`config.mk`:
```
export PLATFORM = sky130hd
export DESIGN_NAME = instr_fetch_unit
export DESIGN_NICKNAME = d
export VERILOG_FILES = /design/src/rtl/instr_fetch_unit.sv
export SDC_FILE = /design/constraint.sdc
export NUM_CORES = 1
export LEC_CHECK = 0
export CORE_MARGIN = 2
export CORE_UTILIZATION = 30
export CTS_BUF_LIST = sky130_fd_sc_hd__clkbuf_2
export CTS_CLUSTER_SIZE = 25
export DETAILED_ROUTE_END_ITERATION = 10
export MAX_ROUTING_LAYER = met4
export PLACE_DENSITY = 0.62
export SLEW_MARGIN = 15
export SYNTH_ARGS = -nofsm -noshare
export SYNTH_HDL_FRONTEND = slang
export SYNTH_SLANG_ARGS = --single-unit
export TNS_END_PERCENT = 100
```
`constraint.sdc`:
```
create_clock -name clk -period 5.46 [get_ports clk]
set_input_delay 0.819 -clock clk [delete_from_list [all_inputs] [get_ports clk]]
set_output_delay 0.819 -clock clk [all_outputs]
set_load 0.02 [all_outputs]
```
`src/rtl/instr_fetch_unit.sv`:
```
// Instruction fetch unit: fetches one word at a time from instruction memory,
// holds it for decode, and advances the PC (sequential or branch) on consume.
module instr_fetch_unit #(
    parameter logic [31:0] RESET_PC = 32'h0000_0000,
    parameter int unsigned TIMEOUT  = 15
) (
    input  logic        clk,
    input  logic        rst_n,
    output logic        imem_req,
    output logic [31:0] imem_addr,
    input  logic        imem_ack,
    input  logic [31:0] imem_rdata,
    input  logic        dec_ready,
    input  logic        branch_taken,
    input  logic [15:0] branch_imm,
    output logic        instr_valid,
    output logic [31:0] instr,
    output logic [5:0]  op,
    output logic [5:0]  funct,
    output logic [31:0] pc_out,
    output logic        fetch_err
);

    typedef enum logic [1:0] {IDLE, FETCH, VALID, ERROR} state_t;

    localparam logic [7:0] CNT_LAST = 8'(TIMEOUT - 1);

    state_t      state;
    logic [7:0]  cnt;
    logic [31:0] pc;
    logic [31:0] br_off;
    logic [31:0] next_pc;

    always_comb begin
        br_off  = {{14{branch_imm[15]}}, branch_imm, 2'b00};
        next_pc = pc + 32'd4 + (branch_taken ? br_off : '0);
    end

    // Output flags are registered alongside the state so they change on the
    // same edge as the state transition that implies them.
    always_ff @(posedge clk or negedge rst_n) begin
        if (!rst_n) begin
            state       <= IDLE;
            pc          <= RESET_PC;
            instr       <= '0;
            cnt         <= '0;
            imem_req    <= 1'b0;
            instr_valid <= 1'b0;
            fetch_err   <= 1'b0;
        end else begin
            case (state)
                IDLE: begin
                    state    <= FETCH;
                    imem_req <= 1'b1;
                end
                FETCH: begin
                    if (imem_ack) begin
                        instr       <= imem_rdata;
                        cnt         <= '0;
                        state       <= VALID;
                        imem_req    <= 1'b0;
                        instr_valid <= 1'b1;
                    end else if (cnt == CNT_LAST) begin
                        state     <= ERROR;
                        imem_req  <= 1'b0;
                        fetch_err <= 1'b1;
                    end else begin
                        cnt <= cnt + 8'd1;
                    end
                end
                VALID: begin
                    if (dec_ready) begin
                        pc          <= next_pc;
                        state       <= FETCH;
                        instr_valid <= 1'b0;
                        imem_req    <= 1'b1;
                    end
                end
                ERROR: begin
                    state <= ERROR;
                end
                default: begin
                    state <= IDLE;
                end
            endcase
        end
    end

    assign imem_addr = pc;
    assign pc_out    = pc;
    assign op        = instr[31:26];
    assign funct     = instr[5:0];

endmodule
```
==> results.txt <==
status - complete, no violations
CP cell instances - clkdlybuf4s50_1 > and2_1 > ha_1 > ha_1 > fa_1 > a21o_1 > and4_1 > o21ai_0 > o21ai_0 > a31oi_1 > o21ai_0 > a21oi_1 > xor2_1 > o21ai_0
post-synthesis async set-or-reset flop share - 100%
Num CTS Buffers - 9
switching portion of total power - 46.7%
DRT Wirelength - 12.8 mm
die width - 134 um
first-pass GRT wire length - 20.8 mm
layout cells sized above 1 - 3.48%
Worst Skew - 0.0427 ns
main flop type after synthesis - dfrtp_1
most frequent CP cell - o21ai_0
clock sink count - 75
HP Class - input pin to async pin
cell count after synthesis - 602
syn_area_per_cell - 8.44 um2
Worst setup EP type - flop
Final nets - 812
Final Core Density - 40.3%
top cells by area, synth - dfrtp_1 37%, ha_1 11%, nand2_1 11%
Slew Viols, Final - 0
vias in the first global route - 4175
P_int - 1880 uW
RSZ-0062 raised after global routing - no
Core Region - 0.0166 mm2
row cnt - 47
max incr delay on CP - 0.62 ns
final hold vios - 0
Fillers - 1702
Routed WL per cell - 13.6 um
Top-Level Pins - 164
reg-to-reg startpoint - imem_addr[3]
Worst-Skew Late Latency - 0.58 ns
DPL Wire Length - 9.42 mm
CTS tree - built
PostCTS Resize Cnt - 0
setup violators final - 0
Max Root-Sink Buffers - 2
post-synth top area cell - dfrtp_1
Final Cycle Share - 74.3%
Placer Congestion - 0.882
P_sw - 1650 uW
VDD IR max - 0.000282 V
Synth cell types - 43
startpoint types - input pin
FF-to-FF path depth - 12
post-synth top area share - 36.9%
post-CTS setup buffer count - 0
register area share after synthesis - 36.9%
area of the multi-input gates - 0.00273 mm2
Syn Std Cell Area - 0.00508 mm2
ant diodes - 0
via count - 4354
slack of the worst reg-to-reg path - 2.04 ns
worst r2r dst - imem_addr[25]
critical path peak fanout - 9
First-pass DRT Iterations - 4
clk root buf - clkbuf_2
ANT nets after route - 0
All-Layer GR Usage - 14.8%
clock-pin slew on the worst setup and hold paths - 0.25 ns
H-tree Lvls - 3
Sequential Area - 0.00188 mm2
worst slew pin tran - 1.02 ns
Ys Warns - 0
Final Cell Area - 0.00668 mm2
initial antenna violation count - 0
IO buf count - 159
Remaining DRCs - 0
hold_buf cts - 0
Sequential Power Share - 29.2%
drt via density - 4.64
Max Clk Rate - 0.246 GHz
placed cell areas - 0.00657 mm2
critical path's slowest cell - clkdlybuf4s50_1
Overflow after GRT - 0
Starting Density - 30.6%
Setup CP Type - input pin to flop
CP required - 5.94 ns
Area Overhead vs Synth - 31.4%
#FFs+latches synth - 75
die height - 134 um
power share of the combinational group - 62.1%
die area - 0.0180 mm2
PD cells - 529 mW/mm2
Clk pwr share - 8.7%
largest net degree at the start of global routing - 76
Max Cap Viol - 0
DRT iter0 DRCs - 166
Post-synth EDFFs - 0
WP data arrival - 4.53 ns
setup TNS - 0 ns
final worst path period need - 4.06 ns
Leak Pwr - 0.00319 uW
Slew headroom - 31.9%
## sequential cells by signal (all words and copies together), names as in the netlist
register,cells
imem_addr,30
state,2
cnt,8
instr_valid,1
instr,32
imem_req,1
fetch_err,1
## critical path: cells and delay by family
kind	cells	cell delay [ns]
compound gates	7	1.56
xor+xnor	1	0.15
fa+ha+maj	3	0.91
buf+inv	1	0.62
simple gates	2	0.46
## power by group through the flow
| stage | clock [uW] | combinational, uW | sequential, uW |
|---|---|---|---|
| after floorplan | 0 | 1200 | 1250 |
| after global placement | 0 | 2210 | 1050 |
| after detailed placement | 0 | 2210 | 1040 |
| after CTS | 322 | 2220 | 1040 |
| after global routing | 343 | 2390 | 1070 |
| final | 306 | 2190 | 1030 |
## final cells by class
cell class / instances / share of cell area (%)
sequential: 75 / 28.1
clock buffer: 9 / 0.675
inverter: 17 / 0.956
timing repair buffer: 164 / 24.4
tap: 220 / 4.12
clock inverter: 7 / 0.900
multi-input combinational: 446 / 40.9
## metrics by stage
step	hold WS, ns	power (uW)	std cells	setup slack (ns)
after floorplan	0.492	2450	605	1.55
after global placement	0.457	3250	922	0.860
after detailed placement	0.457	3260	922	0.740
after CTS	0.343	3580	938	1.41
after global routing	0.366	3810	938	1.14
final	0.308	3530	938	1.40
## placed cells by master, fill, tap and decap left out, types with 2 or more instances in the layout
master / count
dfrtp_1: 75
a21o_1: 19
and3_1: 16
nand3_1: 9
o21ai_0: 46
xor2_1: 16
inv_1: 17
and2_1: 16
nand2_1: 150
nand2b_1: 2
clkinv_4: 3
a21oi_1: 27
xnor2_1: 26
inv_6: 3
o21a_1: 6
nor3b_1: 2
a211oi_1: 2
clkdlybuf4s50_1: 158
buf_4: 6
a2111oi_0: 2
conb_1: 4
o31ai_1: 4
nor2_1: 19
o21bai_1: 3
clkbuf_2: 9
a31oi_1: 8
ha_1: 45
o31a_1: 2
nor3_1: 5
nand4_1: 2
## synth_stat cells, types with 5 or more instances
cell type and instances:
nand2_1 150, dfrtp_1 75, buf_4 46, o21ai_0 46
ha_1 45, a21oi_1 27, xnor2_1 26, a21o_1 19
clkbuf_1 19, nor2_1 19, inv_1 17, and2_1 16
and3_1 16, xor2_1 16, nand3_1 9, a31oi_1 8
o21a_1 6, nor3_1 5
## how the worst max path moves through the flow
stage	start	to	slack (ns)	depth (start not counted)
finish	branch_taken	imem_addr[25]	1.40	14
global route	branch_taken	imem_addr[31]	1.14	14
CTS	branch_taken	imem_addr[25]	1.41	14
detailed placement	branch_taken	imem_addr[25]	0.74	14
global placement	branch_taken	imem_addr[25]	0.86	14
floorplan	branch_taken	imem_addr[25]	1.55	15
## routing by layer
metal / routed length (um) / global-route usage, % / vias up / share of wire [%]
li1: - / - / 2207 / -
met1: 6170 / 19.7 / 1995 / 48
met2: 5490 / 22.4 / 139 / 43
met3: 963 / 4.12 / 13 / 7.5
met4: 153 / 3.80 / 0 / 1.2
met5: 0 / - / - / 0
## logic make-up after synthesis
family / Yosys count / synth area share (%)
flops: 75 / 36.9
xor+xnor: 42 / 7.24
simple gates: 229 / 19.7
fa+ha+maj: 46 / 11.5
other cells: 1 / 0.0738
buf+inv: 84 / 9.60
compound gates: 125 / 15.0
No activity file was read; power rests on OpenSTA's default activity.
